==> config.mk <==
export PLATFORM = sky130hd
export DESIGN_NAME = c3lib_rst_seq_lcell
export DESIGN_NICKNAME = d
export VERILOG_FILES = /design/src/rtl/c3lib_rst_seq_lcell.sv
export SDC_FILE = /design/constraint.sdc
export NUM_CORES = 1
export LEC_CHECK = 0
export ABC_CLOCK_PERIOD_IN_PS = 2000
export CORE_ASPECT_RATIO = 1.75
export CORE_UTILIZATION = 50
export DETAILED_ROUTE_END_ITERATION = 12
export PLACE_DENSITY = 0.87
export SLEW_MARGIN = 20
export SYNTH_ARGS = -nofsm -noshare
export SYNTH_HDL_FRONTEND = slang
export SYNTH_SLANG_ARGS = --single-unit
==> constraint.sdc <==
create_clock -name clk -period 2 [get_ports clk]
set_input_delay 0.4 -clock clk [delete_from_list [all_inputs] [get_ports clk]]
set_output_delay 0.4 -clock clk [all_outputs]
set_load 0.1 [all_outputs]
==> src/rtl/c3lib_rst_seq_lcell.sv <==
// Staggered reset release sequencer: async assert, synchronised one-at-a-time release.
// Optional build macro C3LIB_RST_SEQ_BUF_EN routes each output through a c3lib_buf_lcell.
module c3lib_rst_seq_lcell #(
    parameter int NUM_RST     = 4,
    parameter int SYNC_STAGES = 2,
    parameter int DLY_WIDTH   = 8
) (
    input  logic                 clk,
    input  logic                 rst_n,
    input  logic                 sw_rst_req,
    input  logic [DLY_WIDTH-1:0] dly_cfg,
    output logic [NUM_RST-1:0]   rst_out_n,
    output logic                 busy,
    output logic                 seq_done
);

    // state     | meaning
    // ST_ASSERT | all outputs held in reset, waiting for synced release and no request
    // ST_WAIT   | counting gap cycles, releasing one output per terminal count
    // ST_DONE   | every output released

    localparam int IDX_W = (NUM_RST > 1) ? $clog2(NUM_RST) : 1;
    localparam logic [IDX_W-1:0]     IDX_LAST = IDX_W'(NUM_RST - 1);
    localparam logic [IDX_W-1:0]     IDX_ONE  = IDX_W'(1);
    localparam logic [DLY_WIDTH-1:0] CNT_ONE  = DLY_WIDTH'(1);

    typedef enum logic [1:0] {
        ST_ASSERT = 2'd0,
        ST_WAIT   = 2'd1,
        ST_DONE   = 2'd2
    } state_t;

    state_t                 state_q, state_d;
    logic [SYNC_STAGES-1:0] sync_q;
    logic [IDX_W-1:0]       idx_q, idx_d;
    logic [DLY_WIDTH-1:0]   cnt_q, cnt_d;
    logic [DLY_WIDTH-1:0]   cfg_q, cfg_d;
    logic [NUM_RST-1:0]     rel_q, rel_d;
    logic                   synced_n;

    assign synced_n = sync_q[SYNC_STAGES-1];

    always_ff @(posedge clk or negedge rst_n) begin
        if (!rst_n) begin
            sync_q  <= '0;
            state_q <= ST_ASSERT;
            idx_q   <= '0;
            cnt_q   <= '0;
            cfg_q   <= '0;
            rel_q   <= '0;
        end else begin
            sync_q  <= {sync_q[SYNC_STAGES-2:0], 1'b1};
            state_q <= state_d;
            idx_q   <= idx_d;
            cnt_q   <= cnt_d;
            cfg_q   <= cfg_d;
            rel_q   <= rel_d;
        end
    end

    always_comb begin
        state_d = state_q;
        idx_d   = idx_q;
        cnt_d   = cnt_q;
        cfg_d   = cfg_q;
        rel_d   = rel_q;
        // A software request overrides any release scheduled for this edge.
        if (sw_rst_req) begin
            state_d = ST_ASSERT;
            idx_d   = '0;
            cnt_d   = '0;
            rel_d   = '0;
        end else begin
            case (state_q)
                ST_ASSERT: begin
                    rel_d = '0;
                    if (synced_n) begin
                        state_d = ST_WAIT;
                        cfg_d   = dly_cfg;
                        cnt_d   = dly_cfg;
                        idx_d   = '0;
                    end
                end
                ST_WAIT: begin
                    if (cnt_q != '0) begin
                        cnt_d = cnt_q - CNT_ONE;
                    end else begin
                        rel_d[idx_q] = 1'b1;
                        cnt_d        = cfg_q;
                        if (idx_q == IDX_LAST) begin
                            state_d = ST_DONE;
                        end else begin
                            idx_d = idx_q + IDX_ONE;
                        end
                    end
                end
                ST_DONE: begin
                    rel_d = '1;
                end
                default: begin
                    state_d = ST_ASSERT;
                    rel_d   = '0;
                end
            endcase
        end
    end

    assign busy     = (state_q != ST_DONE);
    assign seq_done = (state_q == ST_DONE);

`ifdef C3LIB_RST_SEQ_BUF_EN
    // One library buffer per tree keeps each reset net distinct through synthesis.
    for (genvar gi = 0; gi < NUM_RST; gi++) begin : g_rst_buf
        c3lib_buf_lcell u_rst_buf (
            .in  (rel_q[gi]),
            .out (rst_out_n[gi])
        );
    end
`else
    assign rst_out_n = rel_q;
`endif

endmodule

Word level (Yosys, flattened, before mapping):

Cells that the tools add are included.

* RAM bits: 0
* bits in latches: 0
* memories: 0
* bits of input ports: 11
* flip-flop bits (word level): 26
* output and inout port bits: 6
* word-level logic and storage cells: 48
* memory bits (read-only): 0

* add/sub/neg operators: 2
* equality and inequality tests: 9
* reduce and logical (&&, ||, !) cells: 8
* bitwise gates (word level): 2
* shifts and indexed selects: 0
* $mul: 0
* div/mod/pow operators: 0
* $lt $le $gt $ge: 2
* mux-type cells: 19

Operators with widths (number)
* $mux 8: 3
* $mux 2: 8
* $pmux 8 s2: 1
* $ne 3x3->1 const B: 4
* $mux 4: 2
* $pmux 4 s2: 1
* $reduce_and 4->1: 2
* $reduce_bool 8->1: 1
* $sub 8x1->8 const B: 1
* $pmux 2 s3: 1
* $eq 2x2->1 const B: 2
* $ne 2x2->1 const B: 2
* $or 4x4->4: 1
* $pmux 2 s2: 1
* $lt 2x3->1 const B: 1
* $reduce_and 3->1: 1
* $reduce_bool 3->1: 1
* $add 2x1->2 const B: 1
* $demux 1 s2: 1
* $eq 2x1->1 const B: 1
* $ge 2x1->1 const B: 1
* $logic_not 2->1: 1
* $reduce_and 2->1: 1
* $logic_and 1x1->1: 1
* other kinds (2): 2

Logic depth before layout (Yosys ltp):

* word-level depth: 8
* mapped depth: 8
* mapped depth without buffers: 7

Least setup slack after synthesis:

Ideal clock, no wire load.

* path kind: register -> output
* start point: register state_q[0]
* end point: output busy
* path buffers: 1
* arrival time: 1991 ps
* cell stages (with the launch flop): 5
* data required time: 1600 ps
* path slack: -391 ps
* path through: dfrtp_1 > inv_1 > ha_1 > clkbuf_1 > inv_1

* cells in the longest elaborated chain, start to end: 1

Ends and longest elaborated chain
* start: declaration: RTL line 33 `state_t state_q, state_d;`
* start signal: assignment: RTL line 53 `state_q <= state_d;`
* $ne 2x2->1: RTL line 108 `assign busy = (state_q != ST_DONE);`
* end: declaration: RTL line 13 `output logic busy,`

Every way passes these cells.

Worst setup path after layout:

* start point: register cnt_q[5]
* end point: register cnt_q[2]

* cells in the longest elaborated chain, start to end: 4

Ends and longest elaborated chain
* start: declaration: RTL line 36 `logic [DLY_WIDTH-1:0] cnt_q, cnt_d;`
* start signal: assignment: RTL line 55 `cnt_q <= cnt_d;`
* $reduce_bool 8->1: RTL line 85 `if (cnt_q != '0) begin`
* $mux 8: RTL line 85
* $pmux 8 s2: RTL line 74 `case (state_q)`
* $mux 8: RTL line 68 `if (sw_rst_req) begin`

Every way passes these cells.
A chain may end at the register's enable or synchronous reset.

==> results.cfg <==
[power_and_ir_drop]
power.ir.vdd_worst_uv = 466
design_power_total_mw = 1.66
power_density_mw_per_mm2 = 851
leakage_nw = 0.845

[worst_hold_path]
min-delay-start = sync_q[0]
hold-path-endpoint = sync_q[1]
min_delay_path_depth = 0
holdCritPathClass = register to register

[cts]
cts.sink_count = 26
cts-hold-fix-buffers = 0
cts_root_buf = sky130_fd_sc_hd__clkbuf_8
cts_tree = yes
tritoncts.num_buffers = 3
max-clock-path-buffers = 2
insertion_delay_of_the_later_clocked_pin_in_the_worst_skew_pair_ps = 270
clk_pin_slew_ps = 80
cts_max_level = 1

[sta]
worst_hold_slack_ps = 359
max_slew.worst_pin.slew_ps = 481
fin_crit_ps = 1960
timing_max_transition_violations_final = 0
rsz_0062_raised_after_global_routing = true
clock-skew-final_ps = 2.82
slew_headroom = 0.670
final-setup-viol-count = 0
period_share = 0.979
fmax_mhz = 511
setup_slack_ps = 41.8
report.final.hold_viol_count = 0

[finish]
multiInputGateArea_um2 = 892
fillers = 217
layout-drive-gt1-share = 0.303
diodes = 0
regArea_um2 = 651
finish.net_count = 208
area_growth_pct = 25.0
fin_cells = 213
layout.core_utilization = 0.665

[floorplan]
core_area_mm2 = 0.00293
die_area_mm2 = 0.00335
die_width_um = 44.2
initial_core_util = 0.532
fp.dieH_um = 75.8
top_level_ports = 17
floorplan.rows = 26

[setup_path]
rr_worst_depth = 5
crit_fanout = 6
setup_crit_end_kind = register
crit_cells = 5
timing.critical_path.max_delay_family = simple AND/OR/NAND/NOR gates
setup.reg_to_reg.worst_slack_ps = 40
worstPathArrival_ps = 2120
critPathLaunchType = register
rr_endpoint = cnt_q[2]
crit-reg2reg-launch = cnt_q[5]
critical-path-slowest-cell = sky130_fd_sc_hd__or4_4
criticalPathCategory = register to register
critPathBufInv = 0
timing.critical_path.required_ps = 2170
critical-path-max-stage-delay_ps = 560
timing.critical_path.cells = or4_4 > or3_4 > mux2_2 > a21oi_2 > nor3_1

[place]
place.detailed.hpwl_um = 2600
gpl.final_weighted_congestion = 0.923
preCtsSetupSlack_ps = -3.49
portBuffers = 16
place.detailed.instances = 208

[route]
dr.first_iter.drc_count = 49
route.antenna.remaining_nets = 0
avg_vias_per_cell = 6.10
remaining_drc_errors = 0
wl_per_cell_um = 16.6
drt_pre_antenna_iters = 6
via_total_after_detailed_routing = 1300
wl_um = 3530

[yosys]
synth_nets = 177
synthMostInstantiatedCell = sky130_fd_sc_hd__dfrtp_1
post_synthesis_cell_type_count = 35
synth.ff_latch_count = 26
synth_largest_type_area_fraction = 0.418
synth_ff_type = sky130_fd_sc_hd__dfrtp_1
mappedNetlistArea_mm2 = 0.00156
postSynthAreaPerCell_um2 = 9.99
synthesis.instances = 156
yosysTopAreaCell = sky130_fd_sc_hd__dfrtp_1
synth_enable_flop_cells = 0
async_flop_share = 1.00
yosys_warnings = 0
synth.top_cells.by_count = sky130_fd_sc_hd__dfrtp_1 (26), sky130_fd_sc_hd__nor2_1 (18), sky130_fd_sc_hd__ha_1 (10), sky130_fd_sc_hd__inv_1 (9)
netlist_top_cells_area = sky130_fd_sc_hd__dfrtp_1 (42%), sky130_fd_sc_hd__ha_1 (8.0%), sky130_fd_sc_hd__mux2_2 (5.8%), sky130_fd_sc_hd__nor2_1 (4.3%), sky130_fd_sc_hd__o21a_1 (2.9%)
synth.yosys.seq_area_share = 0.418

[global_route]
grt_antenna_before_repair = 0
grt_use_total = 0.231
first_pass_grt_wire_length_um = 5660
first_global_vias = 1335
maximum_number_of_pins_on_one_net_before_global_route_repair = 27
grt_overflow_total = 0

[run_status]
status = finished clean

[run]
total_of_max_cap_violations = 0
-- logic make-up after synthesis --
| family | synth area share |
|---|---|
| muxes | 0.0771 |
| DFF | 0.418 |
| xor gates and xnor gates | 0.0225 |
| AOI/OAI and AO/OA | 0.174 |
| and+or+nand+nor | 0.178 |
| other | 0.00241 |
| buffers and inverters | 0.0482 |
| adders and majority gates | 0.0803 |
-- layer usage --
metal,vias up,GRT usage,wire [um]
met1,652,0.220,1270
met4,0,0.128,68
met5,-,0,0
met2,32,0.453,2090
met3,7,0.0332,96
li1,609,-,-
-- worst max path at each step --
stage	startpoint	end	slack, ps
finish	cnt_q[5]	cnt_q[2]	40
global route	cnt_q[5]	cnt_q[2]	-10
CTS	cnt_q[1]	cnt_q[2]	9
detailed placement	cnt_q[5]	cnt_q[2]	-3
global placement	cnt_q[5]	cnt_q[2]	40
floorplan	cnt_q[5]	idx_q[0]	20
-- state kept, by name, summed over array words and instances (netlist names) --
name and cells:
sync_q 2, rst_out_n 4, idx_q 2, state_q 2
cnt_q 8, cfg_q 8
-- worst register-to-register path, cell delays in order, from the launching register on --
cell	delay, ps
sky130_fd_sc_hd__dfrtp_1	380
sky130_fd_sc_hd__or4_4	560
sky130_fd_sc_hd__or3_4	430
sky130_fd_sc_hd__mux2_2	300
sky130_fd_sc_hd__a21oi_2	130
sky130_fd_sc_hd__nor3_1	50
-- layout by cell type (no fill, tap or decap), types with 2 or more instances in the layout --
cell / n
sky130_fd_sc_hd__o21a_1: 6
sky130_fd_sc_hd__inv_1: 8
sky130_fd_sc_hd__ha_1: 7
sky130_fd_sc_hd__nor2_1: 18
sky130_fd_sc_hd__a31oi_1: 3
sky130_fd_sc_hd__mux2_2: 8
sky130_fd_sc_hd__o21ai_1: 3
sky130_fd_sc_hd__o21ai_0: 5
sky130_fd_sc_hd__xor2_1: 2
sky130_fd_sc_hd__nand2b_1: 5
sky130_fd_sc_hd__a21oi_1: 5
sky130_fd_sc_hd__ha_2: 2
sky130_fd_sc_hd__or3_4: 2
sky130_fd_sc_hd__a311oi_2: 2
sky130_fd_sc_hd__xnor2_1: 2
sky130_fd_sc_hd__mux2i_1: 3
sky130_fd_sc_hd__a311oi_1: 2
sky130_fd_sc_hd__nand3b_1: 2
sky130_fd_sc_hd__nand2_2: 3
sky130_fd_sc_hd__o211ai_2: 3
sky130_fd_sc_hd__clkdlybuf4s50_1: 10
sky130_fd_sc_hd__dfrtp_1: 26
sky130_fd_sc_hd__nor3b_1: 2
sky130_fd_sc_hd__nor2b_1: 2
sky130_fd_sc_hd__a21oi_2: 2
sky130_fd_sc_hd__buf_4: 20
sky130_fd_sc_hd__buf_12: 2
sky130_fd_sc_hd__nor3_1: 5
sky130_fd_sc_hd__nand2_1: 6
sky130_fd_sc_hd__clkbuf_8: 3
sky130_fd_sc_hd__nand4_1: 2
-- power by group --
part	total, mW	internal (mW)	switching (mW)
clock network	0.295	0.135	0.159
logic	0.706	0.328	0.379
registers	0.656	0.601	0.0551
total	1.66	1.06	0.593
-- final cells by class --
| cell class | instances | area share |
|---|---|---|
| flip-flops and latches | 26 | 0.334 |
| well taps | 28 | 0.0180 |
| repair buffers | 32 | 0.149 |
| clock buffers | 3 | 0.0212 |
| inverters | 9 | 0.0193 |
| multi-input cells | 115 | 0.458 |
-- per-stage QoR --
step	cell area, um^2	TNS (ps)
global route	1950	-14.3
global placement	1850	0
finish	1950	0
floorplan	1580	0
detailed placement	1850	-3.49
CTS	1890	0
-- repair_timing --
item,in CTS,in global routing
resized for setup,0,13
pin swaps,1,2
gates cloned,0,1
setup buffers,0,1
endpoints found under the setup margin,2,13
Note: power is estimated with default switching activity, not from simulation.
==> RTL edit 1: new RTL, same settings <==
The parameter `DLY_WIDTH` goes from 8 to 9.
--- a/src/rtl/c3lib_rst_seq_lcell.sv
+++ b/src/rtl/c3lib_rst_seq_lcell.sv
@@ -4,5 +4,5 @@
     parameter int NUM_RST     = 4,
     parameter int SYNC_STAGES = 2,
-    parameter int DLY_WIDTH   = 8
+    parameter int DLY_WIDTH   = 9
 ) (
     input  logic                 clk,
Ports: changed (resized dly_cfg); port bits go from 17 to 18. No check against the original RTL was run, so the function may have changed too.
==> RTL edit 1 against the original RTL <==
Synthesized cell count rose by 8.3%. Via count is 15% higher. Area after synthesis grew 9.9%. Sequential cell count rose by 2. Sequential share of layout area decreased by 1.3 points. Global-route usage rose by 5.0 points. Critical endpoint is now cnt_q[7]. Design area grew 12%. Utilization is 1.6 points higher. Routed wire length is 30% higher. Worst setup slack worse by 0.017 ns.
Power is not compared: it rests on default switching activity, and its combinational part moved more than twofold at a synthesized area within 25%.
==> RTL edit 1: results (changes against the original RTL) <==
Outcome
The run finished with clean final reports.

Placement
The number of input and output port buffers inserted came to 17 (+1). The detailed-placement wirelength estimate is 3.38 mm (+30%). The placement-stage cell area came to 0.00204 sq mm (+10%). The worst slack at placement is 0.0302 ns (+0.0337 ns). The final weighted congestion in routability-driven placement came to 0.900 (-2.5%).

Critical path
The internal reg-to-reg setup slack was 0.02 ns (-0.02 ns). Tracing the worst setup path back leads to its startpoint at state_q[0]. The cell with the biggest individual delay on the critical path is mux2_2. The number of cells on the worst reg-to-reg path is 6 (+1). The worst path arrival time is 2.19 ns (+0.07 ns). The largest stage delay on the critical path is 0.48 ns (-0.08 ns). The top fanout value on the critical path is 12 (+6).

Clock tree
The clock transition time at the flip-flop clock pins of the worst setup and hold paths is 0.10 ns (+0.02 ns).

Timing
The achievable clock frequency is 0.506 GHz (-0.87%).

Global routing
The largest net degree at the start of global routing is 29 (+7.4%). The wire length of the first global-routing pass is 7.35 mm (+30%). The via count of the first global-routing pass is 1534 (+15%).

Finish
The layout filler cell count is 246 (+13%). The final-stage net count was 220 (+5.8%).

Route
The detail-routed via count per cell is 6.20 (+1.6%). The detailed-route wire length is 4.58 mm (+30%). The wire length on met1 was 1.71 mm (+35%).

The number of design-rule violations left by the first detailed-router iteration was 53 (+8.2%). The total met3 wirelength after detailed routing is 150 microns (+56%).

Yosys
The net count of the mapped netlist is 190 (+7.3%). The share of the synthesized area in the top cell type was 40.9% (-0.83 points). The number of unique standard cell types used by synthesis came to 46 (+31%). After synthesis, the cell types taking the most area are dfrtp_1, mux2_2, ha_1, a21oi_1, nand2b_1. The sequential fraction of the synthesis area was 40.9% (-0.83 points).
[RTL edit 1: changes by cell type in the layout (fill, tap and decap cells not counted), sizes merged, moves of 4 or more]
cell / delta
nor2: -11
o22a: +4
nand2: -4
mux2: +4
[RTL edit 1: logic make-up (layout without fill, tap and decap cells)]
logic type	Yosys count	in the layout	synth area share, %
AOI/OAI and AO/OA	48	48	20.7
muxes	16	16	10.2
buffers and inverters	18	47	4.02
xor gates and xnor gates	1	1	0.512
and+or+nand+nor	48	48	16.8
other	1	1	0.219
adders and majority gates	9	9	6.58
DFF	28	28	40.9
[RTL edit 1: power by group through the flow]
stage / registers (W) / clock network [W] / logic [W]
after floorplan: 0.00103 / 0 / 0.00130
after global placement: 0.000975 / 0 / 0.00189
after detailed placement: 0.000991 / 0 / 0.00194
after CTS: 0.000978 / 0.000463 / 0.00195
after global routing: 0.00101 / 0.000482 / 0.00227
final: 0.000980 / 0.000456 / 0.00213
[RTL edit 1: area by class of cell]
type,count,share of cell area (%)
clock buffers,3,1.89
clock inverters,1,1.37
well taps,43,2.46
inverters,9,1.72
repair buffers,34,14.1
multi-input cells,123,46.4
flip-flops and latches,28,32.1
[RTL edit 1: per-stage QoR]
stage	std cells	total power, W	utilization (%)
floorplan	169	0.00233	-
global placement	233	0.00286	63.6
detailed placement	233	0.00293	63.6
CTS	237	0.00339	65.8
global route	241	0.00376	68.1
finish	241	0.00356	68.1
[RTL edit 1: timing repair]
item	4_1_cts	5_1_grt
resized for setup	0	7
endpoints found under the setup margin	0	11
buffers inserted	0	4
[RTL edit 1: metal layers]
layer | vias up | global-route usage [%]
met3 | 14 | 2.04
met5 | - | 0
li1 | 696 | -
met4 | 0 | 15.0
met1 | 738 | 30.7
met2 | 46 | 50.3
==> RTL edit 2: new RTL, same settings <==
Made on the original files. Encoding of `state_t`: now one-hot (3 bits for 3 states).
--- a/src/rtl/c3lib_rst_seq_lcell.sv
+++ b/src/rtl/c3lib_rst_seq_lcell.sv
@@ -25,8 +25,8 @@
     localparam logic [DLY_WIDTH-1:0] CNT_ONE  = DLY_WIDTH'(1);
 
-    typedef enum logic [1:0] {
-        ST_ASSERT = 2'd0,
-        ST_WAIT   = 2'd1,
-        ST_DONE   = 2'd2
+    typedef enum logic [2:0] {
+        ST_ASSERT = 3'b001,
+        ST_WAIT   = 3'b010,
+        ST_DONE   = 3'b100
     } state_t;
 
Function: same outputs for any inputs over 10 cycles, from zero or initial values and one cycle with rst_n low; not proved beyond that.
==> RTL edit 2 against the original RTL <==
Synthesized cell count is 7.1% higher. Worst hold slack better by 0.0017 ns. Area after synthesis is 0.40% lower. Critical path depth is 1 lower. Sequential share of layout area is 1.4 points higher. Count of clock-buffer cells in the layout is 1 higher. Via count is 8.8% higher. Design area is 0.26% lower. Worst setup slack better by 0.054 ns. Power is 20% lower. Sequential cell count is 1 higher. Routed wire length is 8.2% higher. Global-route usage is 2.2 points higher. Critical endpoint is now cnt_q[7]. Largest cell class unchanged.
==> RTL edit 2: results (changes against the original RTL) <==
Power and ir drop
The worst vdd rail ir drop is 0.558 mV (+20%). The leakage component of the power was 0.877 nW (+3.8%). The switching component of the power is 0.000413 W (-30%).

Global routing
The global router's overall resource usage was 25.3% (+2.2 points). The wire length of the first global-routing pass is 6.16 mm (+8.8%). The initial antenna violation count was 0 (unchanged).

The largest net degree at the start of global routing came to 28 (+3.7%).

Yosys
In the post-synthesis netlist, the biggest area contributors are dfrtp_1, nand2_1, ha_1, o21ai_0, inv_1. The number of warning messages in the yosys log is 0 (unchanged). Among all flip-flop cells after synthesis, the most frequent one is dfrtp_1.

The number of unique standard cell types used by synthesis is 47 (+34%). The net count of the mapped netlist is 184 (+4.0%). The sequential fraction of the synthesis area was 43.6% (+1.9 points).

Sorting the synthesized cells by how often they occur yields nand2_1, dfrtp_1, inv_1. The share of flip-flops with an asynchronous set or reset after synthesis is 100% (unchanged).

Critical path
The largest stage delay on the critical path came to 0.60 ns (+0.04 ns). The worst path arrival time was 2.12 ns (about the same). The top fanout value on the critical path is 7 (+1).

The cell with the biggest individual delay on the critical path is or4_4. The gate family responsible for the most delay along the worst path is simple AND/OR/NAND/NOR gates.

Finish
The final antenna diode count is 0 (unchanged). The final-stage net count is 217 (+4.3%). The fraction of layout cells with a size suffix above 1 is 20.6% (-9.7 points).

Route
The number of design-rule violations left by the first detailed-router iteration is 63 (+29%). The average routed wire per standard cell was 16.8 microns (+1.6%). The number of iterations in the first detailed-routing pass came to 6 (unchanged). The via count of the routed design is 1415 (+8.8%).

Outcome
The flow ran to the end, and the final reports show no timing, DRC or antenna violations.

Clock tree
The number of buffers created by CTS was 3 (unchanged). The number of setup buffers added after CTS is 0 (unchanged). The clock transition time at the flip-flop clock pins of the worst setup and hold paths is 0.09 ns.

The count of H-tree levels built during CTS is 1 (unchanged). The maximum root-to-sink buffer count came to 2 (unchanged). In this run the clock root is driven by a clkbuf_8. The insertion delay of the later-clocked pin in the worst-skew pair is 0.27 ns (about the same).

Placement
The number of input and output port buffers inserted came to 16 (unchanged). The final weighted congestion in routability-driven placement is 0.911 (-1.3%). The detailed-placement wirelength estimate was 2.87 mm (+11%).

Timing
The worst clock skew is 0.00160 ns (-0.00122 ns). The actual slew at the worst max-slew pin came to 0.544 ns (+0.0628 ns).

Hold path
The worst min-delay path class is flip-flop to flip-flop.
==> RTL edit 2: routing by layer <==
layer	up-vias	track usage, %	share of wire [%]	wire length [microns]
met5	-	0	0	0
met4	0	15.8	4.9	187
met3	18	3.08	4.6	175
met2	63	45.6	53	2030
met1	665	27.4	37	1430
li1	669	-	-	-
==> RTL edit 2: cell type report <==
cell class	instances	area (sq um)
clock buffers	4	45.0
fillers	225	986
multi-input cells	125	842
well taps	28	35.0
repair buffers	34	305
inverters	9	37.5
flip-flops and latches	27	677
==> RTL edit 2: logic make-up after synthesis <==
family	count (synthesis)	share of synthesized area, %
other	1	0.242
AND/OR/NAND/NOR	73	26.9
XOR/XNOR	2	1.13
multiplexers	2	1.29
adder cells (fa/ha/maj)	6	4.84
flip-flops	27	43.6
buffers and inverters	15	3.87
AO/OA/AOI/OAI	41	18.1
==> RTL edit 2: final timing paths <==
check                           slack [ns]  cells after the start       from          to
max in group asynchronous             1.20                      2      rst_n  state_q[0]
worst max register to register         0.1                      4   cnt_q[2]    cnt_q[7]
worst min register to register        0.36                      0  sync_q[0]   sync_q[1]
worst min-delay path                  0.36                      0  sync_q[0]   sync_q[1]
min in group asynchronous             0.50                      2      rst_n   sync_q[1]
worst max-delay path                   0.1                      4   cnt_q[2]    cnt_q[7]
==> RTL edit 2: per-stage QoR <==
| step | worst slack [ns] | area (sq um) | std cells |
|---|---|---|---|
| final | 0.0955 | 1940 | 227 |
| after global routing | 0.0229 | 1940 | 227 |
| after CTS | 0.00534 | 1930 | 227 |
| after detailed placement | 0.0161 | 1880 | 223 |
| after global placement | 0.133 | 1880 | 223 |
| after floorplan | -0.219 | 1580 | 167 |
==> RTL edit 2: worst reg2reg max path, delay by kind of cell (launching register included) <==
kind             cells  cell delay, ns
AND/OR/NAND/NOR      2            0.87
flip-flops           1            0.47
AO/OA/AOI/OAI        2            0.51
==> RTL edit 2: repair_timing <==
item                       4_1_cts  5_1_grt
hold buffers                     0        0
gates resized for setup          0        1
setup endpoints to repair        0        1
==> RTL edit 2: power groups by stage <==
stage	combinational, W	clock [W]	sequential [W]
floorplan	0.000233	0	0.000639
global placement	0.000353	0	0.000651
detailed placement	0.000368	0	0.000654
CTS	0.000372	0.000314	0.000643
global route	0.000411	0.000336	0.000651
finish	0.000379	0.000309	0.000644
